<file path="src/rtl/gray_counter_ud.sv">
// ----------------------------------------------------------------------------
// gray_counter_ud
//
// Up/down counter that keeps its state in binary and presents both the binary
// count and its Gray-coded equivalent. Each enabled step changes q by exactly
// one bit, including the step across the terminal value. Optional saturation
// turns the terminal step into a no-op instead of a wrap.
//
// Parameters
//   N           counter width in bits (2..32)
//   RESET_GRAY  Gray-coded value of q while rstn is low
//   SATURATE    0 = wrap at the terminal value, 1 = hold at the terminal value
//
// Ports
//   clk         clock; all state changes on its rising edge
//   rstn        asynchronous active-low reset
//   clear       synchronous clear to zero (highest priority)
//   load        synchronous load of load_value (Gray-coded)
//   load_value  value to load, Gray-coded
//   enable      step the count by one on this edge
//   up          step direction: 1 = increment, 0 = decrement (binary order)
//   q           registered Gray-coded count
//   bin         registered binary count, always equal to gray-to-binary(q)
//   wrap        registered one-cycle pulse after a wrap-around step
//   at_max      registered flag, bin is all ones
//   at_min      registered flag, bin is zero
// ----------------------------------------------------------------------------
module gray_counter_ud #(
    parameter int           N          = 4,
    parameter logic [N-1:0] RESET_GRAY = '0,
    parameter int           SATURATE   = 0
) (
    input  logic         clk,
    input  logic         rstn,
    input  logic         clear,
    input  logic         load,
    input  logic [N-1:0] load_value,
    input  logic         enable,
    input  logic         up,
    output logic [N-1:0] q,
    output logic [N-1:0] bin,
    output logic         wrap,
    output logic         at_max,
    output logic         at_min
);

    // Gray-to-binary: each binary bit is the XOR of all Gray bits at or above
    // it, built as a running prefix from the MSB down.
    function automatic logic [N-1:0] gray2bin(input logic [N-1:0] g);
        logic [N-1:0] b;
        b[N-1] = g[N-1];
        for (int i = N - 2; i >= 0; i--) begin
            b[i] = b[i+1] ^ g[i];
        end
        return b;
    endfunction

    localparam logic [N-1:0] RESET_BIN  = gray2bin(RESET_GRAY);
    localparam logic [N-1:0] ALL_ONES   = '1;
    localparam logic [N-1:0] ONE        = {{(N-1){1'b0}}, 1'b1};
    localparam bit           SAT_EN     = (SATURATE != 0);
    localparam bit           RESET_MAX  = (RESET_BIN == ALL_ONES);
    localparam bit           RESET_MIN  = (RESET_BIN == '0);

    logic [N-1:0] bin_q, bin_d;
    logic [N-1:0] q_q, q_d;
    logic         wrap_q, wrap_d;
    logic         at_max_q, at_max_d;
    logic         at_min_q, at_min_d;
    logic [N-1:0] load_bin;
    logic         at_top;
    logic         at_bot;

    // ------------------------------------------------------------------------
    // Next-state logic. Priority: clear, load, enable, hold.
    // ------------------------------------------------------------------------
    always_comb begin
        // NOTE: every output of this block gets a default first, so no path
        // leaves a signal unassigned and no latch is inferred.
        bin_d    = bin_q;
        wrap_d   = 1'b0;
        load_bin = gray2bin(load_value);
        at_top   = (bin_q == ALL_ONES);
        at_bot   = (bin_q == '0);

        if (clear) begin
            bin_d = '0;
        end else if (load) begin
            bin_d = load_bin;
        end else if (enable) begin
            if (up) begin
                if (!at_top) begin
                    bin_d = bin_q + ONE;
                end else if (!SAT_EN) begin
                    bin_d  = '0;
                    wrap_d = 1'b1;
                end
            end else begin
                if (!at_bot) begin
                    bin_d = bin_q - ONE;
                end else if (!SAT_EN) begin
                    bin_d  = ALL_ONES;
                    wrap_d = 1'b1;
                end
            end
        end
    end

    // q and the flags are derived from the same next-state binary value, so
    // every output register updates on the same edge as bin.
    always_comb begin
        q_d      = bin_d ^ (bin_d >> 1);
        at_max_d = (bin_d == ALL_ONES);
        at_min_d = (bin_d == '0);
    end

    // ------------------------------------------------------------------------
    // State registers
    // ------------------------------------------------------------------------
    always_ff @(posedge clk or negedge rstn) begin
        // NOTE: sequential state uses non-blocking assignments so every
        // register samples the pre-edge values of the others.
        if (!rstn) begin
            bin_q    <= RESET_BIN;
            q_q      <= RESET_GRAY;
            wrap_q   <= 1'b0;
            at_max_q <= RESET_MAX;
            at_min_q <= RESET_MIN;
        end else begin
            bin_q    <= bin_d;
            q_q      <= q_d;
            wrap_q   <= wrap_d;
            at_max_q <= at_max_d;
            at_min_q <= at_min_d;
        end
    end

    assign q      = q_q;
    assign bin    = bin_q;
    assign wrap   = wrap_q;
    assign at_max = at_max_q;
    assign at_min = at_min_q;

endmodule

</file>
<file path="config.mk">
export PLATFORM = sky130hd
export DESIGN_NAME = gray_counter_ud
export DESIGN_NICKNAME = d
export VERILOG_FILES = /design/src/rtl/gray_counter_ud.sv
export SDC_FILE = /design/constraint.sdc
export NUM_CORES = 1
export LEC_CHECK = 0
export ABC_AREA = 1
export BUFFER_PORTS_ARGS = -buffer_cell sky130_fd_sc_hd__buf_2
export CAP_MARGIN = 5
export CORE_MARGIN = 1
export CORE_UTILIZATION = 49
export CTS_BUF_LIST = sky130_fd_sc_hd__clkbuf_16
export DETAILED_ROUTE_END_ITERATION = 7
export PLACE_DENSITY = 0.76
export SETUP_SLACK_MARGIN = 0.4
export SLEW_MARGIN = 10
export SYNTH_ARGS = -nofsm -noshare
export SYNTH_HDL_FRONTEND = slang
export SYNTH_SLANG_ARGS = --single-unit
</file>
<file path="constraint.sdc">
create_clock -name clk -period 2.2 [get_ports clk]
set_clock_uncertainty 0.15 [all_clocks]
set_input_delay 0.11 -clock clk [delete_from_list [all_inputs] [get_ports clk]]
set_output_delay 0.11 -clock clk [all_outputs]
set_load 0.005 [all_outputs]
</file>
==> metrics.yaml <==
drt:
  ant_nets: 0
  vias: 766
  drt_wl_total_mm: 1.78
  viasPerCell: 5.25
  drt-pass1-iter-count: 4
  wl_per_cell_um: 12.2
  first_iter_violations: 22
  drc: 0
critical_path:
  cp-end-kind: "flip-flop"
  critPathKind: "reg -> reg"
  crit_path_start_kind: "flip-flop"
  required_ns: 2.17
  r2r-end: "q[2]"
  critPathArrivalTime_ns: 1.70
  r2r-start: "bin[0]"
  reg2reg_slack_ns: 0.47
  reg2reg_depth: 10
  cp_max_fo: 5
clock_network:
  cts_max_path_buffers: 2
  cts_made_buffers: 3
  cts.sinks: 10
  clk_pin_slew_ns: 0.04
  clkLatencyLatePin_ns: 0.24
  tritoncts: "done"
  htree_levels: 1
  clock_tree.root_cell: "clkbuf_16"
logic_synthesis:
  avgSynthCellArea_um2: 7.21
  synth_nets: 118
  synth.yosys.seq_area_share_pct: 34.2
  yosys_warnings: 0
  synth-seq-cells: 10
  synthCells: 102
  synth_cell_type_count: 19
  netlist_area_um2: 736
hold_path:
  hold_depth: 3
  hp-class: "in -> reg"
  holdPathEnd: "bin[3]"
  worstHoldStart: "enable"
die:
  ios: 21
  rows: 13
  dieWidth_um: 40.8
  core_area_um2: 1350
  start_util_pct: 54.5
  dieArea_um2: 1660
  die_y_um: 40.8
grt:
  gr-usage-met2_pct: 40.1
  antenna_found_initial: 0
  grt-busiest-layer: "met2"
  grt_max_degree: 11
  use_met1_pct: 28.3
  grt.total_usage_pct: 24.2
  grt_pass1_vias: 606
  grt_pass1_wl_mm: 2.50
  grt_overflow: 0
  grt_util_met3_pct: 6.52
sta:
  period_needed_ns: 1.73
  slew_viol_final: 0
  min_period_over_period_pct: 78.8
  finalSetupViolCount: 0
  slew_headroom_pct: 81.4
  worstMarginPinSlew_ns: 0.276
  hold_viol: 0
  fin_tns_setup_ns: 0
  rsz0062_at_grt: "no"
  max_freq_mhz: 577
  setup_ws_ns: 0.467
pwr:
  sequentialPowerShare_pct: 30.7
  finalPower_mw: 0.715
  p_int_mw: 0.517
  p_sw_mw: 0.198
  p_per_area_nw_per_um2: 704
  p_sw_share_pct: 27.7
  clockPowerShare_pct: 45.6
  combPwrFrac_pct: 23.7
  power_leakage_nw: 0.591
  peakVddDrop_mv: 0.430
cells_and_area:
  nNetsFinal: 148
  areaGrowthSynthToFinish_pct: 38.1
  diodes: 0
  final_cells: 146
  drive_above_1_share_pct: 38.9
flow_run:
  max_cap_violations: 0
placed_design:
  place_congestion: 0.875
  dp.cells: 136
  place_ws_ns: 0.444
  io_buffers: 20
  place_hpwl_mm: 1.19
outcome:
  outcome: "finished clean"
-- area by class of cell --
type / instances / area [µm²]
clock buffers: 3 / 75.1
clock inverters: 1 / 3.75
fillers: 99 / 334
inverters: 20 / 77.6
multi-input cells: 71 / 434
flip-flops and latches: 10 / 254
well taps: 15 / 18.8
repair buffers: 26 / 153
-- worst max path at each step --
| stage | startpoint | to | slack [ns] |
|---|---|---|---|
| 2_1_floorplan | bin[0] | at_max | 0.55 |
| 3_3_place_gp | bin[0] | q[2] | 0.45 |
| 3_5_place_dp | bin[0] | q[2] | 0.44 |
| 4_1_cts | bin[0] | q[2] | 0.43 |
| 5_1_grt | bin[0] | q[2] | 0.36 |
| 6_report | bin[0] | q[2] | 0.47 |
-- layout by cell type (no fill, tap or decap) --
cell	netlist	final
nand3_2	4	6
nor2_1	2	2
nand3b_1	1	1
o21a_1	1	1
nor4_1	1	1
nand2_2	4	4
inv_1	16	14
nor2_4	1	1
nand3_1	13	11
nand4_1	2	2
ha_2	0	1
dfrtp_1	9	7
buf_2	0	20
clkbuf_16	0	3
buf_4	1	3
o21ai_2	0	1
inv_4	0	1
a21oi_1	2	2
dfstp_2	1	1
nand2_1	31	31
inv_2	4	6
a21boi_2	0	1
dfrtp_2	0	2
ha_4	0	1
dlygate4sd3_1	0	3
ha_1	6	4
o21ai_1	2	1
-- registers in the layout, summed over array words and instances (netlist names) --
signal	count
wrap	1
bin	4
at_max	1
at_min	1
q	3
-- critical path, stage by stage, from the launching register on --
cell and delay [ns]:
dfrtp_2 0.42, inv_4 0.06, buf_4 0.13, buf_4 0.13, nand3_1 0.05, nand2_1 0.07, nand3_2 0.10, nand3_2 0.09
nand2_1 0.07, nand2_1 0.05, ha_1 0.29
-- power groups by stage --
| stage | Combinational (mW) | Sequential, mW | Clock (mW) |
|---|---|---|---|
| 6_report | 0.169 | 0.219 | 0.326 |
| 3_3_place_gp | 0.138 | 0.219 | 0 |
| 4_1_cts | 0.146 | 0.218 | 0.331 |
| 3_5_place_dp | 0.140 | 0.220 | 0 |
| 5_1_grt | 0.195 | 0.222 | 0.343 |
| 2_1_floorplan | 0.0882 | 0.221 | 0 |
-- through the flow --
step | hold WS (ns) | area, µm² | util [%]
floorplan | -0.336 | 736 | -
global placement | -0.177 | 847 | 62.7
detailed placement | -0.170 | 847 | 62.7
CTS | 0.0732 | 956 | 70.8
global route | 0.0881 | 1020 | 75.3
finish | 0.0753 | 1020 | 75.3
-- metal layers --
layer	wire, µm	up-vias
met5	0	-
met4	46	0
met3	82	5
met2	878	31
met1	770	347
li1	-	383
-- kinds of logic (layout without fill, tap and decap cells) --
kind of cell	Yosys count	after routing	synth area share, %
AOI/OAI and AO/OA	6	6	4.76
adders and majority gates	6	6	10.2
DFF	10	10	34.2
and+or+nand+nor	59	59	39.6
buffers and inverters	21	50	11.2
-- Yosys cell counts --
library cell / instances / area share [%]
nand3_2: 4 / 5.4
nand2_2: 4 / 3.4
buf_4: 1 / 1.0
nand2_1: 31 / 16
nor2_4: 1 / 1.5
nor2_1: 2 / 1.0
o21a_1: 1 / 1.0
nand3b_1: 1 / 1.0
a21oi_1: 2 / 1.4
nor4_1: 1 / 0.85
o21ai_1: 2 / 1.4
dfrtp_1: 9 / 31
ha_1: 6 / 10
inv_1: 16 / 8.2
dfstp_2: 1 / 3.6
a21boi_1: 1 / 1.0
inv_2: 4 / 2.0
nand4_1: 2 / 1.7
nand3_1: 13 / 8.8
-- timing repair --
| item | in CTS | in global routing |
|---|---|---|
| endpoints found under the setup margin | 0 | 4 |
| gates resized for setup | 0 | 13 |
| setup buffers | 0 | 3 |
| hold buffers | 3 | 0 |
| endpoints found under the hold margin | 12 | 0 |
Power figures use the tool's default switching activity.
